$ cat config.mk
export PLATFORM = sky130hd
export DESIGN_NAME = seq_tx
export DESIGN_NICKNAME = d
export VERILOG_FILES = /design/src/rtl/seq_pkg.sv /design/src/rtl/seq_bit_ctr.sv /design/src/rtl/seq_tx.sv
export SDC_FILE = /design/constraint.sdc
export NUM_CORES = 1
export LEC_CHECK = 0
export ABC_AREA = 0
export ABC_CLOCK_PERIOD_IN_PS = 2000
export BUFFER_PORTS_ARGS = -buffer_cell sky130_fd_sc_hd__buf_2
export CORE_MARGIN = 2
export CORE_UTILIZATION = 48
export DETAILED_ROUTE_END_ITERATION = 7
export GPL_TIMING_DRIVEN = 0
export PLACE_DENSITY = 0.81
export SYNTH_ARGS = -nofsm -noshare
export SYNTH_HDL_FRONTEND = slang
export SYNTH_SLANG_ARGS = --single-unit
$ cat constraint.sdc
create_clock -name clk -period 2 [get_ports clk]
set_input_delay 0 -clock clk [delete_from_list [all_inputs] [get_ports clk]]
set_output_delay 0 -clock clk [all_outputs]
set_load 0.03 [all_outputs]
$ cat src/rtl/seq_pkg.sv
// Shared types and defaults for the serial sequence transmitter/detector pair.
package seq_pkg;

  localparam int SEQ_WIDTH = 4;
  localparam int SEQ_RPT_W = 8;

  typedef enum logic [1:0] {
    IDLE,
    SHIFT,
    DONE
  } seq_state_t;

endpackage

$ cat src/rtl/seq_bit_ctr.sv
// Bit-index and repetition counter for seq_tx; exposes next-index so the
// transmitter can register its outputs in the same cycle the index moves.
module seq_bit_ctr #(
  parameter  int WIDTH = 4,
  parameter  int RPT_W = 8,
  localparam int IDX_W = $clog2(WIDTH)
) (
  input  logic             clk,
  input  logic             reset,
  input  logic             load,
  input  logic             advance,
  input  logic [RPT_W-1:0] rpt_init,
  output logic [IDX_W-1:0] idx_nxt,
  output logic             last_bit,
  output logic             last_rep
);

  logic [IDX_W-1:0] bit_idx;
  logic [RPT_W-1:0] rpt, rpt_nxt;

  // Explicit compare so non-power-of-two widths wrap at WIDTH-1.
  assign last_bit = (bit_idx == IDX_W'(WIDTH - 1));
  assign last_rep = (rpt == '0);

  always_comb begin
    // NOTE: every output of this block gets a default first, so no path leaves
    // a value unassigned and no latch is inferred.
    idx_nxt = bit_idx;
    rpt_nxt = rpt;
    if (load) begin
      idx_nxt = '0;
      rpt_nxt = rpt_init;
    end else if (advance) begin
      if (last_bit) begin
        idx_nxt = '0;
        if (!last_rep) rpt_nxt = rpt - 1'b1;
      end else begin
        idx_nxt = bit_idx + 1'b1;
      end
    end
  end

  always_ff @(posedge clk or posedge reset) begin
    // NOTE: non-blocking assignments keep every flop sampling pre-edge values,
    // independent of statement order.
    if (reset) begin
      bit_idx <= '0;
      rpt     <= '0;
    end else begin
      bit_idx <= idx_nxt;
      rpt     <= rpt_nxt;
    end
  end

endmodule

$ cat src/rtl/seq_tx.sv
// Serial pattern transmitter: latches a pattern on start and shifts it out
// LSB-first on `a`, repeated back-to-back repeat_cnt+1 times.
module seq_tx
  import seq_pkg::*;
#(
  parameter int WIDTH = SEQ_WIDTH,
  parameter int RPT_W = SEQ_RPT_W
) (
  input  logic             clk,
  input  logic             reset,
  input  logic [WIDTH-1:0] pattern,
  input  logic [RPT_W-1:0] repeat_cnt,
  input  logic             start,
  input  logic             abort,
  output logic             ready,
  output logic             a,
  output logic             a_valid,
  output logic             frame,
  output logic             done
);

  localparam int IDX_W = $clog2(WIDTH);

  seq_state_t       state, state_nxt;
  logic [WIDTH-1:0] pat_q, pat_nxt;
  logic [IDX_W-1:0] idx_nxt;
  logic             load, advance, last_bit, last_rep;

  seq_bit_ctr #(
    .WIDTH(WIDTH),
    .RPT_W(RPT_W)
  ) u_ctr (
    .clk     (clk),
    .reset   (reset),
    .load    (load),
    .advance (advance),
    .rpt_init(repeat_cnt),
    .idx_nxt (idx_nxt),
    .last_bit(last_bit),
    .last_rep(last_rep)
  );

  always_comb begin
    state_nxt = state;
    load      = 1'b0;
    advance   = 1'b0;
    unique case (state)
      IDLE: begin
        // start beats a simultaneous abort here: abort only acts in SHIFT.
        if (start) begin
          load      = 1'b1;
          state_nxt = SHIFT;
        end
      end
      SHIFT: begin
        if (abort) begin
          state_nxt = IDLE;
        end else begin
          advance = 1'b1;
          if (last_bit && last_rep) state_nxt = DONE;
        end
      end
      DONE:    state_nxt = IDLE;
      default: state_nxt = IDLE;
    endcase
  end

  assign pat_nxt = load ? pattern : pat_q;

  // Outputs are registered from the next-state view so they line up with state.
  always_ff @(posedge clk or posedge reset) begin
    if (reset) begin
      state   <= IDLE;
      // NOTE: the latched pattern is reset too; it is a single register, not a
      // memory, and a known value keeps `a` deterministic after reset.
      pat_q   <= '0;
      ready   <= 1'b1;
      a       <= 1'b0;
      a_valid <= 1'b0;
      frame   <= 1'b0;
      done    <= 1'b0;
    end else begin
      state   <= state_nxt;
      pat_q   <= pat_nxt;
      ready   <= (state_nxt == IDLE);
      a_valid <= (state_nxt == SHIFT);
      a       <= (state_nxt == SHIFT) && pat_nxt[idx_nxt];
      frame   <= (state_nxt == SHIFT) && (idx_nxt == '0);
      done    <= (state_nxt == DONE);
    end
  end

endmodule

==> impl_metrics.json <==
{
  "hold-path-endpoint": "ready$_DFF_PP1_",
  "max_freq_mhz": 536,
  "setup_viol": 0,
  "dieWidth_um": 51.8,
  "numPortBuffers": 20,
  "power.total_mw": 1.14,
  "reg2regPathDepth": 5,
  "ys_top_cells_by_count": "dfrtp_1 (20), nand2_1 (20), o21ai_0 (8), inv_1 (6)",
  "endpoint_kind": "register",
  "dpl.cell_count": 159,
  "pwr_density_cell_nw_per_um2": 814,
  "start_kind": "register",
  "antenna_found_initial": 0,
  "maxSlewHeadroom_pct": 47.0,
  "dp_slack_ps": 55.0,
  "regToRegStartpoint": "u_ctr.bit_idx[1]$_DFF_PP0_",
  "nNetsFinal": 169,
  "reg2reg_slack_ps": 140,
  "layout_min_cycle_time_ps": 1860,
  "vias": 918,
  "viasPerCell": 5.19,
  "clk_pin_slew_worst_paths_ps": 110,
  "clock_path_buffers": 2,
  "combPwrFrac_pct": 31.4,
  "grt_usage_pct": 18.0,
  "core_region_area_um2": 2190,
  "drt_iter0_drc": 12,
  "cts_buffers": 3,
  "worstHoldStart": "abort",
  "overflow": 0,
  "timing.final.ws_setup_ps": 135,
  "synthArstFlopShare_pct": 100,
  "tns_ps": 0,
  "p_sw_share_pct": 34.0,
  "slew_viol_final": 0,
  "fin_worst_skew_ps": 1.26,
  "reg2reg_to": "u_ctr.rpt[1]$_DFFE_PP0P_",
  "synth_top_family_by_area": "simple AND/OR/NAND/NOR gates",
  "tritoncts": "yes",
  "diodes": 0,
  "critPathMaxFanout": 8,
  "post_drt_wl_per_cell_um": 12.0,
  "tightest_slew_ps": 794,
  "synth_area_leaders": "dfrtp_1 (46%), nand2_1 (6.8%), o21ai_0 (3.7%), ha_1 (3.4%), mux2i_1 (2.7%)",
  "synth_area_per_cell_um2": 9.87,
  "ir_worst_vdd_mv": 0.548,
  "rows": 17,
  "place.gp.congestion": 0.825,
  "ios": 21,
  "p_leak_nw": 0.660,
  "synth_seq_cells": 21,
  "h-tree-depth": 1,
  "switchingPower_uw": 386,
  "dpl.hpwl_mm": 1.46,
  "syn_to_final_growth_pct": 27.5,
  "drt_wl_total_mm": 2.13,
  "drv_cap": 0,
  "die_height_um": 51.8,
  "synth-xor-area-share_pct": 3.20,
  "grt_pass1_vias": 865,
  "fillers": 187,
  "p_int_uw": 751,
  "yosysUniqueCellTypes": 40,
  "synth_ff_type": "dfrtp_1",
  "hold_path.class": "in -> reg",
  "status": "complete, no violations",
  "syn_inst": 111,
  "grt_max_degree": 22,
  "cts.sinks": 21,
  "synth-simple-area-share_pct": 25.8,
  "clk_latency_ps": 300,
  "initial_core_util_pct": 50.0,
  "netlist_area_um2": 1100,
  "synth_top_area_cell": "dfrtp_1",
  "rsz0062_at_grt": "false",
  "grt_pass1_wl_mm": 3.53,
  "synthMuxAreaShare_pct": 3.77,
  "crit_path_top_delay_cell": "dfrtp_1",
  "synthAdderAreaFrac_pct": 3.42,
  "pwr-share-seq_pct": 50.9,
  "arrival_ps": 2090,
  "synth_compound_area_share_pct": 13.0,
  "cp.required_ps": 2220,
  "synth_warnings": 0,
  "crit_chain": "ha_1 > and4bb_2 > a21boi_1 > mux2_2 > o21ai_0",
  "stdcell_count": 177,
  "worst-setup-path-type": "reg -> reg",
  "synth_edf_count": 0,
  "cpPeakStageDelay_ps": 400,
  "cts-root-buf": "clkbuf_4",
  "die_area_um2": 2680,
  "p_clk_share_pct": 17.8,
  "hold_viol": 0,
  "syn_nets": 130,
  "drtPass1Iterations": 4,
  "hold_path_depth": 3,
  "yosysSeqAreaShare_pct": 48.1,
  "drtAntennaViolNets": 0,
  "finalCritPeriodShare_pct": 93.2,
  "synth_top_cell_area_share_pct": 45.7,
  "drive_above_1_share_pct": 23.5,
  "drc_errors": 0
}
what timing repair did:
action	4_1_cts	5_1_grt
hold buffers	13	0
setup endpoints to repair	0	3
endpoints found under the hold margin	32	0
resized for setup	0	2
buffers inserted	0	1
placed cells by master, fill, tap and decap left out, types with 2 or more instances in the layout:
cell type and count:
nor3_1 2, ha_1 3, dlygate4sd3_1 13, o211ai_1 3, xor2_1 3, o21ai_0 8, nand2_1 20, mux2i_1 3
buf_2 20, nor2_1 3, nor4_1 2, nor2b_1 2, inv_1 6, nor3b_1 3, and4bb_2 2, dfrtp_1 20
clkbuf_1 3, nand3_1 3, and3_1 2, clkbuf_4 3
how the worst max path moves through the flow:
stage,to,start,slack [ps],depth (start not counted)
2_1_floorplan,frame$_DFF_PP0_,u_ctr.rpt[0]$_DFFE_PP0P_,180,6
3_3_place_gp,frame$_DFF_PP0_,u_ctr.rpt[0]$_DFFE_PP0P_,90,6
3_5_place_dp,u_ctr.rpt[1]$_DFFE_PP0P_,u_ctr.bit_idx[1]$_DFF_PP0_,50,5
4_1_cts,u_ctr.rpt[1]$_DFFE_PP0P_,u_ctr.bit_idx[0]$_DFF_PP0_,30,5
5_1_grt,u_ctr.rpt[1]$_DFFE_PP0P_,u_ctr.bit_idx[1]$_DFF_PP0_,2,5
6_report,u_ctr.rpt[1]$_DFFE_PP0P_,u_ctr.bit_idx[1]$_DFF_PP0_,140,5
through the flow:
stage | utilization (%) | cell area, µm² | hold WS [ps]
after floorplan | - | 1100 | -24.2
after global placement | 56.2 | 1230 | 167
after detailed placement | 56.2 | 1230 | 185
after CTS | 63.3 | 1390 | 20.4
after global routing | 63.8 | 1400 | 21.5
final | 63.8 | 1400 | 29.8
registers in the layout, summed over array words and instances (netlist names):
register / cells
a_valid: 1
u_ctr.rpt: 8
u_ctr.bit_idx: 2
done: 1
pat_q: 4
ready: 1
frame: 1
a: 1
state: 2
cell families after synthesis:
kind of cell | Yosys count
simple gates | 50
buf+inv | 8
compound gates | 21
mux | 4
xor+xnor | 4
fa+ha+maj | 3
flops | 21
power groups by stage:
stage	registers, mW	clock network, mW	logic (mW)
after global placement	0.581	0	0.320
after floorplan	0.606	0	0.220
after CTS	0.576	0.206	0.355
after detailed placement	0.585	0	0.331
after global routing	0.591	0.233	0.403
final	0.578	0.202	0.357
worst max-delay path, delay by kind of cell, from the launching register on:
kind / cells / cell delay [ps]
compound gates: 2 / 480
mux: 1 / 370
flops: 1 / 400
simple gates: 1 / 320
fa+ha+maj: 1 / 210
layout make-up:
type | instances | area, µm² | share of cell area, %
inverters | 6 | 22.5 | 1.61
well taps | 28 | 35.0 | 2.51
plain buffers | 2 | 7.51 | 0.537
clock buffers | 4 | 26.3 | 1.88
repair buffers | 34 | 238 | 17.0
flip-flops and latches | 21 | 527 | 37.7
multi-input cells | 82 | 542 | 38.8
per-layer routing:
| layer | track usage (%) | wire, µm |
|---|---|---|
| met5 | 0 | 0 |
| met4 | 8.77 | 29 |
| met3 | 3.74 | 67 |
| met2 | 29.5 | 985 |
| met1 | 22.6 | 1050 |
(Power assumes the default switching activity.)
